**src/rtl/alu_multicycle_pkg.sv**
```systemverilog
// Shared encodings for the multi-cycle Hack ALU: operation codes and FSM states.
// Package is named alu_pkg so the core and top can share it under a short name.
package alu_pkg;

  typedef enum logic [1:0] {
    OP_HACK = 2'b00,
    OP_MUL  = 2'b01,
    OP_DIVU = 2'b10,
    OP_MODU = 2'b11
  } op_e;

  typedef enum logic [1:0] {
    S_IDLE = 2'b00,
    S_BUSY = 2'b01,
    S_DONE = 2'b10
  } state_e;

endpackage

```
**src/rtl/alu_multicycle_if.sv**
```systemverilog
// Command/result handshake bundle between the decode stage (master) and the ALU (slave).
interface alu_multicycle_if #(
  parameter int WIDTH = 16
);
  logic             in_valid;
  logic             in_ready;
  logic [WIDTH-1:0] x;
  logic [WIDTH-1:0] y;
  logic             zx;
  logic             nx;
  logic             zy;
  logic             ny;
  logic             f;
  logic             no;
  logic [1:0]       op;
  logic             out_valid;
  logic             out_ready;
  logic [WIDTH-1:0] out;
  logic             zr;
  logic             ng;
  logic             dz;

  modport master (
    output in_valid, x, y, zx, nx, zy, ny, f, no, op, out_ready,
    input  in_ready, out_valid, out, zr, ng, dz
  );

  modport slave (
    input  in_valid, x, y, zx, nx, zy, ny, f, no, op, out_ready,
    output in_ready, out_valid, out, zr, ng, dz
  );
endinterface

```
**src/rtl/alu_multicycle_core.sv**
```systemverilog
// Combinational Hack function unit. Also used with fixed control bits to produce
// the pre-processed operands x' and y' alone (add of the operand and a zeroed other side).
module alu_core #(
  parameter int WIDTH = 16
) (
  input  logic [WIDTH-1:0] x_i,
  input  logic [WIDTH-1:0] y_i,
  input  logic             zx_i,
  input  logic             nx_i,
  input  logic             zy_i,
  input  logic             ny_i,
  input  logic             f_i,
  input  logic             no_i,
  output logic [WIDTH-1:0] out_o
);
  logic [WIDTH-1:0] xz, xp, yz, yp, fr;

  always_comb begin
    xz    = zx_i ? '0 : x_i;
    xp    = nx_i ? ~xz : xz;
    yz    = zy_i ? '0 : y_i;
    yp    = ny_i ? ~yz : yz;
    fr    = f_i ? (xp + yp) : (xp & yp);
    out_o = no_i ? ~fr : fr;
  end
endmodule

```
**src/rtl/alu_multicycle.sv**
```systemverilog
// Multi-cycle Hack ALU: single-cycle Hack ops plus iterative MUL / DIVU / MODU,
// one bit per cycle, with valid/ready handshakes and registered result and flags.
module alu_multicycle
  import alu_pkg::*;
#(
  parameter int WIDTH = 16
) (
  input  logic              clk,
  input  logic              reset,
  alu_multicycle_if.slave   bus
);
  localparam int CNT_W = $clog2(WIDTH) + 1;

  state_e           state_q, state_d;
  op_e              op_q, op_d;
  logic [CNT_W-1:0] cnt_q, cnt_d;
  // a: product accumulator / partial remainder
  // b: shifting multiplicand / dividend-then-quotient
  // c: shifting multiplier / divisor
  logic [WIDTH-1:0] a_q, a_d, b_q, b_d, c_q, c_d;
  logic [WIDTH-1:0] out_q, out_d;
  logic             zr_q, zr_d, ng_q, ng_d, dz_q, dz_d;

  logic [WIDTH-1:0] x_pre, y_pre, hack_res;
  logic [WIDTH-1:0] mul_acc, rem_next, quo_next;
  logic [WIDTH:0]   rem_shift, div_diff;
  logic             div_ge;
  logic [WIDTH-1:0] res_c;
  logic             load_c;

  alu_core #(.WIDTH(WIDTH)) u_pre_x (
    .x_i(bus.x), .y_i(bus.y), .zx_i(bus.zx), .nx_i(bus.nx),
    .zy_i(1'b1), .ny_i(1'b0), .f_i(1'b1), .no_i(1'b0), .out_o(x_pre)
  );

  alu_core #(.WIDTH(WIDTH)) u_pre_y (
    .x_i(bus.x), .y_i(bus.y), .zx_i(1'b1), .nx_i(1'b0),
    .zy_i(bus.zy), .ny_i(bus.ny), .f_i(1'b1), .no_i(1'b0), .out_o(y_pre)
  );

  alu_core #(.WIDTH(WIDTH)) u_hack (
    .x_i(bus.x), .y_i(bus.y), .zx_i(bus.zx), .nx_i(bus.nx),
    .zy_i(bus.zy), .ny_i(bus.ny), .f_i(bus.f), .no_i(bus.no), .out_o(hack_res)
  );

  // One shift-add step and one restoring-division step, selected by op_q.
  // A zero divisor naturally yields an all-ones quotient and remainder == dividend.
  always_comb begin
    mul_acc   = c_q[0] ? (a_q + b_q) : a_q;
    rem_shift = {a_q, b_q[WIDTH-1]};
    div_ge    = (rem_shift >= {1'b0, c_q});
    div_diff  = rem_shift - {1'b0, c_q};
    rem_next  = div_ge ? div_diff[WIDTH-1:0] : rem_shift[WIDTH-1:0];
    quo_next  = {b_q[WIDTH-2:0], div_ge};
  end

  always_comb begin
    state_d = state_q;
    op_d    = op_q;
    cnt_d   = cnt_q;
    a_d     = a_q;
    b_d     = b_q;
    c_d     = c_q;
    out_d   = out_q;
    zr_d    = zr_q;
    ng_d    = ng_q;
    dz_d    = dz_q;
    res_c   = '0;
    load_c  = 1'b0;

    case (state_q)
      S_IDLE: begin
        if (bus.in_valid) begin
          op_d  = op_e'(bus.op);
          cnt_d = '0;
          a_d   = '0;
          b_d   = x_pre;
          c_d   = y_pre;
          if (op_e'(bus.op) == OP_HACK) begin
            state_d = S_DONE;
            res_c   = hack_res;
            load_c  = 1'b1;
            dz_d    = 1'b0;
          end else begin
            state_d = S_BUSY;
          end
        end
      end

      S_BUSY: begin
        cnt_d = cnt_q + 1'b1;
        if (op_q == OP_MUL) begin
          a_d = mul_acc;
          b_d = b_q << 1;
          c_d = c_q >> 1;
        end else begin
          a_d = rem_next;
          b_d = quo_next;
        end
        if (cnt_q == CNT_W'(WIDTH - 1)) begin
          state_d = S_DONE;
          load_c  = 1'b1;
          case (op_q)
            OP_MUL:  res_c = mul_acc;
            OP_DIVU: res_c = quo_next;
            default: res_c = rem_next;
          endcase
          dz_d = (op_q != OP_MUL) && (c_q == '0);
        end
      end

      S_DONE: begin
        if (bus.out_ready) begin
          state_d = S_IDLE;
        end
      end

      default: state_d = S_IDLE;
    endcase

    if (load_c) begin
      out_d = res_c;
      zr_d  = (res_c == '0);
      ng_d  = res_c[WIDTH-1];
    end
  end

  always_ff @(posedge clk) begin
    if (reset) begin
      state_q <= S_IDLE;
      op_q    <= OP_HACK;
      cnt_q   <= '0;
      a_q     <= '0;
      b_q     <= '0;
      c_q     <= '0;
      out_q   <= '0;
      zr_q    <= 1'b0;
      ng_q    <= 1'b0;
      dz_q    <= 1'b0;
    end else begin
      state_q <= state_d;
      op_q    <= op_d;
      cnt_q   <= cnt_d;
      a_q     <= a_d;
      b_q     <= b_d;
      c_q     <= c_d;
      out_q   <= out_d;
      zr_q    <= zr_d;
      ng_q    <= ng_d;
      dz_q    <= dz_d;
    end
  end

  assign bus.in_ready  = (state_q == S_IDLE) && !reset;
  assign bus.out_valid = (state_q == S_DONE);
  assign bus.out       = out_q;
  assign bus.zr        = zr_q;
  assign bus.ng        = ng_q;
  assign bus.dz        = dz_q;
endmodule

```
**src/flat_wrapper.sv**
```systemverilog
// flat-port wrapper written by rule: the top's interface ports become plain ports
module alu_multicycle_flat import alu_pkg::*;
#(
  parameter int WIDTH = 16
)
  (clk, reset, bus_in_valid, bus_x, bus_y, bus_zx, bus_nx, bus_zy, bus_ny, bus_f, bus_no, bus_op, bus_out_ready, bus_in_ready, bus_out_valid, bus_out, bus_zr, bus_ng, bus_dz);
  alu_multicycle_if #(.WIDTH(WIDTH)) bus_i ();
  input  logic clk;
  input  logic reset;
  input wire logic [$bits(bus_i.in_valid)-1:0] bus_in_valid;
  input wire logic [$bits(bus_i.x)-1:0] bus_x;
  input wire logic [$bits(bus_i.y)-1:0] bus_y;
  input wire logic [$bits(bus_i.zx)-1:0] bus_zx;
  input wire logic [$bits(bus_i.nx)-1:0] bus_nx;
  input wire logic [$bits(bus_i.zy)-1:0] bus_zy;
  input wire logic [$bits(bus_i.ny)-1:0] bus_ny;
  input wire logic [$bits(bus_i.f)-1:0] bus_f;
  input wire logic [$bits(bus_i.no)-1:0] bus_no;
  input wire logic [$bits(bus_i.op)-1:0] bus_op;
  input wire logic [$bits(bus_i.out_ready)-1:0] bus_out_ready;
  output wire logic [$bits(bus_i.in_ready)-1:0] bus_in_ready;
  output wire logic [$bits(bus_i.out_valid)-1:0] bus_out_valid;
  output wire logic [$bits(bus_i.out)-1:0] bus_out;
  output wire logic [$bits(bus_i.zr)-1:0] bus_zr;
  output wire logic [$bits(bus_i.ng)-1:0] bus_ng;
  output wire logic [$bits(bus_i.dz)-1:0] bus_dz;
  assign bus_i.in_valid = bus_in_valid;
  assign bus_i.x = bus_x;
  assign bus_i.y = bus_y;
  assign bus_i.zx = bus_zx;
  assign bus_i.nx = bus_nx;
  assign bus_i.zy = bus_zy;
  assign bus_i.ny = bus_ny;
  assign bus_i.f = bus_f;
  assign bus_i.no = bus_no;
  assign bus_i.op = bus_op;
  assign bus_i.out_ready = bus_out_ready;
  assign bus_in_ready = bus_i.in_ready;
  assign bus_out_valid = bus_i.out_valid;
  assign bus_out = bus_i.out;
  assign bus_zr = bus_i.zr;
  assign bus_ng = bus_i.ng;
  assign bus_dz = bus_i.dz;
  alu_multicycle #(.WIDTH(WIDTH)) u_core (.clk(clk), .reset(reset), .bus(bus_i));
endmodule
```
**config.mk**
```make
export PLATFORM = sky130hd
export DESIGN_NAME = alu_multicycle_flat
export DESIGN_NICKNAME = d
export VERILOG_FILES = /design/src/rtl/alu_multicycle_pkg.sv /design/src/rtl/alu_multicycle_if.sv /design/src/rtl/alu_multicycle_core.sv /design/src/rtl/alu_multicycle.sv /design/src/flat_wrapper.sv
export SDC_FILE = /design/constraint.sdc
export NUM_CORES = 1
export LEC_CHECK = 0
export ABC_AREA = 1
export CAP_MARGIN = 20
export CORE_AREA = 5 5 138 140
export DETAILED_ROUTE_END_ITERATION = 7
export DIE_AREA = 0 0 143 145
export DONT_BUFFER_PORTS = 1
export PLACE_DENSITY = 0.81
export RECOVER_POWER = 50
export SYNTH_ARGS = -nofsm -noshare
export SYNTH_HDL_FRONTEND = slang
export SYNTH_HIERARCHICAL = 1
export SYNTH_SLANG_ARGS = --single-unit
```
**constraint.sdc**
```tcl
create_clock -name clk -period 7.2 [get_ports clk]
set_input_delay 1.44 -clock clk [delete_from_list [all_inputs] [get_ports clk]]
set_output_delay 1.44 -clock clk [all_outputs]
set_load 0.01 [all_outputs]
```
==> results.json <==
{
  "instances_no_fill": 2363,
  "rows": 49,
  "numCtsBuffers": 9,
  "relSlewSlack_pct": -54.5,
  "hold_path.class": "flip-flop to flip-flop",
  "cellLeakagePower_uw": 0.00715,
  "clkLatencyLatePin_ps": 350,
  "core_mm2": 0.0177,
  "pwr_density_cell_mw_per_mm2": 194,
  "cp-end-kind": "flip-flop",
  "route.detailed.drc": 0,
  "async_flop_share_pct": 0,
  "tightest_slew_ps": 2320,
  "worstPathCellList": "inv_1 > nor2_2 > clkbuf_1 > inv_2 > clkbuf_1 > nor2_4 > inv_2 > nand2_2 > inv_1 > a21oi_1 > nand2_1 > inv_1 > nand2_1 > nor2_1 > nand3_1 > a21oi_1",
  "path_class": "flip-flop to flip-flop",
  "syn-cell-area_mm2": 0.0120,
  "critical_path.slowest_cell": "clkbuf_1",
  "hpwl_mm": 28.2,
  "ys_seq_area_share_pct": 12.5,
  "avgSynthCellArea_um2": 5.52,
  "finalWeightedCongestion": 0.974,
  "insertedDiodeCount": 0,
  "worstPathRequired_ps": 7470,
  "die_h_um": 145,
  "cts_root_buf": "clkbuf_16",
  "postCtsSetupBuffers": 0,
  "synth_edf_count": 0,
  "drive_above_1_share_pct": 4.59,
  "cts_buffer_depth": 2,
  "slew_viol_final": 187,
  "fin_skew_ps": 12.6,
  "die_area_mm2": 0.0207,
  "grt_pass1_vias": 11568,
  "cts_tree": "yes",
  "hold_buffers": 0,
  "io_pins": 65,
  "ys_ff_latch": 75,
  "timing.setup.tns_ps": 0,
  "status": "finished, violations left",
  "post_drt_wl_per_cell_um": 15.1,
  "cp_num_buf_inv": 7,
  "yosys_warnings": 6,
  "ys.flop_type": "dfxtp_1",
  "clk_pin_slew_ps": 70,
  "wl_mm": 35.7,
  "antenna_left": 0,
  "critical_path.max_stage_delay_ps": 1520,
  "cp_max_fo": 46,
  "area_growth_syn_to_layout_pct": 2.13,
  "multi_input_area_mm2": 0.00872,
  "arrival_ps": 5320,
  "clock-sinks": 75,
  "overflow": 0,
  "routed_via_density": 5.55,
  "finalHoldViolations": 0,
  "crit_family": "buffers and inverters",
  "cts-resized-gates": 0,
  "fmaxAchievable_ghz": 0.198,
  "vias": 13119,
  "drt-initial-drc-count": 1354,
  "finalSetupViolCount": 0,
  "ir_drop_uv": 129,
  "min_period_over_period_pct": 70.2,
  "grt_max_degree": 58,
  "firstDrtPassIters": 6,
  "die-width_um": 143,
  "maxCapViolCount": 4,
  "start_util_pct": 67.8,
  "synthDistinctLibCells": 45,
  "port_buffers": 0,
  "min_period_ps": 5050,
  "htreeDepth": 3,
  "antenna_found_initial": 0,
  "critPathMostFrequentCell": "inv_1",
  "grt_pass1_wl_mm": 57.6,
  "grt_usage_pct": 33.7,
  "dpl.cell_count": 2346,
  "start_kind": "flip-flop",
  "fillers": 1660,
  "fin_nets": 2261,
  "area.sequential_mm2": 0.00150,
  "syn_inst": 2176,
  "rsz0062_at_grt": "no",
  "violations": "max-capacitance violations, max-slew violations"
}
## cells in the mapped netlist (8+ instances only)
| library cell | n | share of area [%] |
|---|---|---|
| xor2_1 | 132 | 9.6 |
| nor2_1 | 96 | 3.0 |
| a21oi_1 | 88 | 3.7 |
| nand2_1 | 791 | 25 |
| nand4_1 | 16 | 0.83 |
| o22ai_1 | 8 | 0.42 |
| inv_1 | 378 | 12 |
| nor2_2 | 8 | 0.42 |
| o21ai_0 | 61 | 2.5 |
| buf_2 | 20 | 0.83 |
| clkbuf_1 | 37 | 1.2 |
| buf_4 | 10 | 0.62 |
| nand2_2 | 29 | 1.5 |
| or2_2 | 17 | 0.88 |
| o211ai_1 | 9 | 0.56 |
| nand3_1 | 194 | 8.1 |
| dfxtp_1 | 75 | 12 |
| a31oi_1 | 36 | 1.9 |
| ha_1 | 83 | 8.6 |
## placed cells by master, fill, tap and decap left out, types with 29 or more instances in the layout
| cell | n |
|---|---|
| a21oi_1 | 88 |
| nand3_1 | 194 |
| a31oi_1 | 36 |
| xor2_1 | 132 |
| nand2_1 | 791 |
| dfxtp_1 | 75 |
| ha_1 | 83 |
| o21ai_0 | 60 |
| inv_1 | 377 |
| nor2_1 | 96 |
| nand2_2 | 29 |
## worst reg2reg max path, cell delays in order (launching register included)
cell      delay [ps]
dfxtp_1          370
inv_1             80
nor2_2            70
clkbuf_1        1520
inv_2              0
clkbuf_1         910
nor2_4           650
inv_2            210
nand2_2          300
inv_1            210
a21oi_1          150
nand2_1           60
inv_1             70
nand2_1           60
nor2_1            90
nand3_1           90
a21oi_1          130
## metrics by stage
stage	setup slack (ps)	total power (uW)	hold slack [ps]	util [%]	area, um^2
floorplan	3250	1620	441	-	12100
global placement	3070	1830	442	67.7	12000
detailed placement	2990	1850	449	67.7	12000
CTS	3330	2310	458	69.4	12300
global route	1730	2580	476	69.3	12300
finish	2150	2380	459	69.3	12300
## area by class of cell
type / instances / area share (%)
Multi-Input combinational cell: 1652 / 71.0
Sequential cell: 75 / 12.2
Inverter: 383 / 11.7
Tap cell: 229 / 2.33
Clock buffer: 11 / 1.90
Clock inverter: 5 / 0.510
Timing Repair Buffer: 8 / 0.306
## per-layer routing
metal  vias up  track usage (%)  part of all wire, %
met1      5810             45.2                   42
met5         -                0                    0
met4         0             17.5                  5.6
met3       128             4.74                  7.7
met2       543             52.4                   45
li1       6638                -                    -
## cell families (layout without fill, tap and decap cells)
family,after synthesis,in the layout,share of synthesized area [%]
compound gates,220,220,10.3
other cells,2,14,0.0625
mux,3,3,0.250
buf+inv,461,407,15.4
xor+xnor,139,139,10.1
fa+ha+maj,88,88,9.47
simple gates,1188,1188,41.9
flops,75,75,12.5
## power breakdown
group          switching (uW)  internal [uW]
clock                     186            271
combinational             928            484
sequential               59.1            455
## flip-flops by register name, indices dropped and copies added (netlist names)
name            count
u_core/a_q         16
u_core/b_q         16
u_core/bus.dz       1
u_core/bus.out     16
u_core/bus.zr       1
u_core/c_q         16
u_core/cnt_q        5
u_core/op_q         2
u_core/state_q      2
## final timing paths
kind,start,to,slack [ps],depth (start not counted)
max,u_core/state_q[0],u_core/bus.zr,2150,16
min,u_core/cnt_q[4],u_core/cnt_q[4],460,2
max reg2reg,u_core/state_q[0],u_core/bus.zr,2150,16
min reg2reg,u_core/cnt_q[4],u_core/cnt_q[4],460,2
Power figures use the tool's default switching activity.
